==> src/rtl/mem_access_unit.sv <==
// Data-memory access unit: one word/byte request per transaction, bus handshake with timeout.
// Optional build macro MEM_MISALIGN_TRAP_EN traps misaligned word accesses without a bus cycle.
module mem_access_unit #(
  parameter int unsigned TIMEOUT_CYCLES = 16
) (
  input  logic        clk,
  input  logic        rst,
  input  logic        req_rd,
  input  logic        req_wr,
  input  logic        stype,
  input  logic        ltype,
  input  logic [31:0] addr,
  input  logic [31:0] wdata,
  output logic        busy,
  output logic        rvalid,
  output logic [31:0] rdata_out,
  output logic        err,
  output logic        mem_valid,
  output logic        mem_we,
  output logic [31:0] mem_addr,
  output logic [3:0]  mem_be,
  output logic [31:0] mem_wdata,
  input  logic        mem_ready,
  input  logic [31:0] mem_rdata
);

  localparam logic [7:0] TimeoutLast = 8'(TIMEOUT_CYCLES - 1);

  typedef enum logic [1:0] {StIdle, StAccess, StResp} state_e;

  state_e     state_q, state_d;
  logic [7:0] tmo_cnt_q;
  logic [1:0] lane_q;
  logic       ltype_q;
  logic       req;
  logic       misalign;
  logic       timeout;
  logic [7:0] rd_byte;

  assign req = req_rd | req_wr;

`ifdef MEM_MISALIGN_TRAP_EN
  // Word access is sw for writes, lw for reads; the write wins when both are requested.
  assign misalign = (addr[1:0] != 2'b00) && (req_wr ? !stype : !ltype);
`else
  assign misalign = 1'b0;
`endif

  // Fires on the last allowed ACCESS cycle; a concurrent mem_ready wins.
  assign timeout = !mem_ready && (tmo_cnt_q == TimeoutLast);

  always_comb begin
    rd_byte = mem_rdata[7:0];
    unique case (lane_q)
      2'd0: rd_byte = mem_rdata[7:0];
      2'd1: rd_byte = mem_rdata[15:8];
      2'd2: rd_byte = mem_rdata[23:16];
      2'd3: rd_byte = mem_rdata[31:24];
      default: rd_byte = mem_rdata[7:0];
    endcase
  end

  always_ff @(posedge clk) begin
    if (rst) begin
      state_q <= StIdle;
    end else begin
      state_q <= state_d;
    end
  end

  always_comb begin
    state_d = state_q;
    unique case (state_q)
      StIdle: begin
        if (req) begin
          state_d = misalign ? StResp : StAccess;
        end
      end
      StAccess: begin
        if (mem_ready || timeout) begin
          state_d = StResp;
        end
      end
      StResp:  state_d = StIdle;
      default: state_d = StIdle;
    endcase
  end

  always_comb begin
    busy      = (state_q != StIdle);
    mem_valid = (state_q == StAccess);
    rvalid    = (state_q == StResp);
  end

  always_ff @(posedge clk) begin
    if (rst) begin
      tmo_cnt_q <= 8'd0;
      lane_q    <= 2'd0;
      ltype_q   <= 1'b0;
      mem_addr  <= 32'd0;
      mem_we    <= 1'b0;
      mem_be    <= 4'h0;
      mem_wdata <= 32'd0;
      rdata_out <= 32'd0;
      err       <= 1'b0;
    end else begin
      unique case (state_q)
        StIdle: begin
          if (req) begin
            mem_addr  <= {addr[31:2], 2'b00};
            mem_we    <= req_wr && !misalign;
            lane_q    <= addr[1:0];
            ltype_q   <= ltype;
            tmo_cnt_q <= 8'd0;
            if (req_wr && stype) begin
              mem_be    <= 4'b0001 << addr[1:0];
              mem_wdata <= {4{wdata[7:0]}};
            end else begin
              mem_be    <= 4'hF;
              mem_wdata <= wdata;
            end
            if (misalign) begin
              err       <= 1'b1;
              rdata_out <= 32'd0;
            end
          end
        end
        StAccess: begin
          if (mem_ready) begin
            err <= 1'b0;
            if (!mem_we) begin
              rdata_out <= ltype_q ? {24'd0, rd_byte} : mem_rdata;
            end
          end else if (timeout) begin
            err       <= 1'b1;
            rdata_out <= 32'd0;
          end else begin
            tmo_cnt_q <= tmo_cnt_q + 8'd1;
          end
        end
        StResp: begin
          err <= 1'b0;
        end
        default: begin
          err <= 1'b0;
        end
      endcase
    end
  end

endmodule

==> config.mk <==
export PLATFORM = sky130hd
export DESIGN_NAME = mem_access_unit
export DESIGN_NICKNAME = d
export VERILOG_FILES = /design/src/rtl/mem_access_unit.sv
export SDC_FILE = /design/constraint.sdc
export NUM_CORES = 1
export LEC_CHECK = 0
export CAP_MARGIN = 20
export CORE_MARGIN = 4
export CORE_UTILIZATION = 42
export CTS_BUF_LIST = sky130_fd_sc_hd__clkbuf_16
export DETAILED_ROUTE_END_ITERATION = 12
export PLACE_DENSITY = 0.77
export SLEW_MARGIN = 20
export SYNTH_ARGS = -nofsm -noshare
export SYNTH_HDL_FRONTEND = slang
export SYNTH_SLANG_ARGS = --single-unit
export TNS_END_PERCENT = 10
==> constraint.sdc <==
create_clock -name clk -period 1.96 [get_ports clk]
set_input_delay 0.392 -clock clk [delete_from_list [all_inputs] [get_ports clk]]
set_output_delay 0.392 -clock clk [all_outputs]
set_load 0.05 [all_outputs]
# == Word level (Yosys, flattened, before mapping) ==
# Index checks and enable logic that the tools add are counted.
# classes
add_sub_neg,1
eq_ne,12
shifts,1
muxes,17
bitwise,2
reduce_logical,14
# op_table
op,n
$mux W32,5
$pmux W8 S4,1
$mux W8,3
$pmux W8 S2,1
$add A8 B1 Y8 const B,1
$eq A8 B4 Y1 const B,1
$ne A2 B2 Y1 const B,4
$eq A2 B2 Y1 const B,3
$reduce_and A2 Y1,3
$reduce_bool A2 Y1,3
$eq A2 B1 Y1 const B,2
$logic_not A2 Y1,2
$mux W2,2
$mux W4,1
$pmux W2 S2,1
$reduce_and A4 Y1,1
$shl A1 B2 Y4 const A,1
$ne A3 B1 Y1 const B,1
$reduce_and A3 Y1,1
$logic_and A1 B1 Y1,2
$mux W1,2
$ne A2 B1 Y1 const B,1
$pmux W1 S2,1
$logic_not A1 Y1,1
3 further kinds,3
# totals
regBits,113
inputBits,103
elab_cells,57

# == Logic depth before layout (Yosys ltp) ==
# logic_depth
ltp_word,5
depth_mapped,7

# == Least setup slack after synthesis ==
# No wires, ideal clock.
# synth_path
path_type,register to register
startpoint,register tmo_cnt_q[4]
endpoint,register rdata_out[1]
t_arrival_ns,1.483
setup_slack_ns,0.355
path_stages_with_launch,7
n_path_buf,2
period_less_slack_ns,1.605
path_cell_list,dfxtp_1 or4_4 nor2_4 a21oi_2 buf_6 buf_6 mux2i_1
# synth_between
elab_chain_cells,4
# synth_rtl
item,line_no,rtl
from (decl),32,logic [7:0] tmo_cnt_q;
from (signal assigned),138,tmo_cnt_q <= tmo_cnt_q + 8'd1;
$eq A8 B4 Y1,50,assign timeout = !mem_ready && (tmo_cnt_q == TimeoutLast);
$logic_and A1 B1 Y1,50,
$reduce_bool A2 Y1 (no line),n/a,
$reduce_and A3 Y1 (no line),n/a,
to (signal assigned),132,"rdata_out <= ltype_q ? {24'd0, rd_byte} : mem_rdata;"
to (decl),16,"output logic [31:0] rdata_out,"
# Every way passes these cells.
# A chain may end at the register's enable or synchronous reset.

# == Final worst setup path ==
# layout_path
startpoint,register mem_wdata[18]
endpoint,output port mem_wdata[18]
# layout_lines
item,line_no,rtl
from (decl),22,"output logic [31:0] mem_wdata,"
from (signal assigned),117,mem_wdata <= {4{wdata[7:0]}};
from (signal assigned),120,mem_wdata <= wdata;
# No word-level cell between the ends.

==> results_dict.tcl <==
set metrics [dict create \
    synth.distinct_cells 42 \
    cts.path.max_buffers 2 \
    cts_buffers 17 \
    slew_headroom_pct 63.23 \
    grt_max_degree 59 \
    htree_levels 4 \
    grt_first_pass_wirelength_mm 24.09 \
    cap_viol_max_count 0 \
    rows 37 \
    path_buf_inv 1 \
    grt_usage_pct 23.73 \
    synth_area_sq_um 4556 \
    ys.warnings.count 0 \
    power.leakage_uw 0.003759 \
    startpoint_type "flop" \
    max_stage_delay_ps 810 \
    die_area_sq_um 12580 \
    clk_root_buffer_cell "clkbuf_16" \
    antenna_found_initial 1 \
    ys_seq_elements 113 \
    wl_met1_mm 5.883 \
    max-vdd-ir-drop_mv 0.4828 \
    postLayoutCoreUtil_pct 70.28 \
    drc 0 \
    wl_met3_mm 1.802 \
    nets 863 \
    vias 4781 \
    finalMaxSlewViolations 0 \
    routed_wl_mm 15.20 \
    cp_max_fo 2 \
    hold_start "mem_addr[17]$_SDFFE_PP0P_" \
    totalNegativeSetupSlack_ps 0 \
    overflow 0 \
    dr_wl_met2_mm 7.179 \
    pre_cts_slack_ps 52.15 \
    ff_latch_area_sq_um 2262 \
    cts_sinks 113 \
    core_area_sq_um 10460 \
    num_antenna_cells 0 \
    finalSetupViolCount 0 \
    min_period_ps 1930 \
    die_w_um 112.1 \
    gp_congestion 0.8770 \
    place_hpwl_mm 11.16 \
    io_pins 208 \
    finalPower_uw 6714 \
    postCtsSetupBuffers 0 \
    hp-class "flop to flop" \
    hold_viol 0 \
    grt_setup_unrepaired "false" \
    routed_via_density 5.265 \
    tightest_slew_ps 550.6 \
    synthCells 549 \
    top_layer "met5" \
    post-route-period-util_pct 98.47 \
    drive_gt1_share_pct 10.10 \
    numPortBuffers 205 \
    drt_pass1_iterations 4 \
    syn_area_per_cell_sq_um 8.298 \
    path_delay_family "buffers and inverters" \
    cts.clk_slew.worst_paths_ps 50 \
    finClkSkew_ps 8.001 \
    multi_input_area_sq_um 2112 \
    die_y_um 112.1 \
    path_cells "clkdlybuf4s50_1" \
    fmax_ghz 0.5181 \
    cts_tree "built" \
    path_class "flop to primary output" \
    end_kind "primary output" \
    drtAntennaViolNets 0 \
    status "finished clean" \
    arrival_ps 1540 \
    num-fill-cells 834 \
    wl_per_cell_um 16.74 \
    start_util_pct 43.54 \
    clkLatencyLatePin_ps 400 \
    ys_seq_area_share_pct 49.66 \
    required_ps 1570 \
    area_growth_pct 61.41 \
    drt_iter0_drc 295 \
    mostFrequentLayoutCells "nand2_1 (142), dfxtp_1 (113), clkdlybuf4s50_1 (110), a21oi_1 (96), buf_4 (42)" \
    grt_pass1_vias 4849 \
    startpoint "mem_wdata[18]$_SDFFE_PP0P_" \
    postCtsHoldBufs 0 \
    critPathSlowestCell "clkdlybuf4s50_1" \
    fin_ws_ps 29.92 \
    worst_hold_slack_ps 451.3 \
    power.density_nw_per_um2 913.1 \
    final_common_cell "nand2_1" \
    r2r_start "tmo_cnt_q[4]$_SDFFE_PP0P_" \
]
-- metal layers --
| metal | up-vias | track usage (%) |
|---|---|---|
| li1 | 2305 | - |
| met1 | 2223 | 25.91 |
| met2 | 221 | 39.57 |
| met3 | 30 | 12.29 |
| met4 | 2 | 8.413 |
| met5 | - | 0 |
-- area by class of cell --
class | instances | area share (%)
timing repair buffer | 229 | 31.19
tap | 136 | 2.314
clock buffer | 17 | 5.785
clock inverter | 15 | 0.8678
inverter | 7 | 0.3573
multi-input combinational | 391 | 28.72
sequential | 113 | 30.76
-- Yosys cell counts, drive strengths merged --
cell	n	area, sq um
nor2	18	75.07
o221ai	6	52.55
o22a	1	8.760
a21o	1	7.510
clkbuf	29	108.9
nand3	5	25.02
a2bb2oi	6	52.55
and3	10	62.56
conb	1	3.750
nand2	142	533.0
a311oi	1	8.760
xor2	5	43.79
a21oi	97	489.2
or4	1	11.26
a211oi	4	30.03
and4	1	8.760
nor2b	1	6.260
o21ai	36	180.2
and2	1	6.260
buf	10	72.56
nor3b	2	20.02
a22oi	1	7.510
or3	1	6.260
nor3	3	15.01
nand2b	3	18.77
inv	7	26.28
o211ai	2	15.01
nor4bb	1	10.01
dfxtp	113	2262
nand4	2	12.51
mux2i	33	330.3
ha	1	12.51
o31ai	1	7.510
o21a	2	15.01
a32o	1	10.01
-- report_power, final --
group	internal (uW)	switching [uW]	total (uW)
sequential	2460	94.4	2560
combinational	604	1030	1630
clock	1550	978	2530
-- per-stage QoR --
stage | instance area [sq um] | std cells
floorplan | 4559 | 550
global placement | 6800 | 876
detailed placement | 6800 | 876
global route | 7353 | 908
CTS | 7251 | 908
finish | 7353 | 908
-- sequential cells by signal (all words and copies together), names as in the netlist --
name and flops:
mem_we 1, mem_wdata 32, mem_be 4, err 1
state_q 2, tmo_cnt_q 8, ltype_q 1, mem_addr 30
rdata_out 32, lane_q 2
-- cell families (layout without fill, tap and decap cells) --
group	count (synthesis)	in the layout	share of synthesized area, %
compound gates	159	159	19.42
xor+xnor	5	5	0.9612
fa+ha+maj	1	1	0.2746
buf+inv	46	268	4.559
flops	113	113	49.66
mux	33	33	7.251
other cells	1	2	0.08232
simple gates	191	191	17.80
-- final timing paths --
kind | slack (ps) | to | depth (start not counted)
setup / recovery | 30 | mem_wdata[18] | 1
hold / removal | 450 | mem_addr[17]$_SDFFE_PP0P_ | 2
setup reg to reg | 320 | rdata_out[22]$_SDFFE_PP0P_ | 5
hold reg to reg | 450 | mem_addr[17]$_SDFFE_PP0P_ | 2
-- repair_timing --
action	CTS	global route
cloned	0	0
resized for setup	31	41
endpoints found under the hold margin	0	0
endpoints found under the setup margin	31	41
Power figures use the tool's default switching activity.
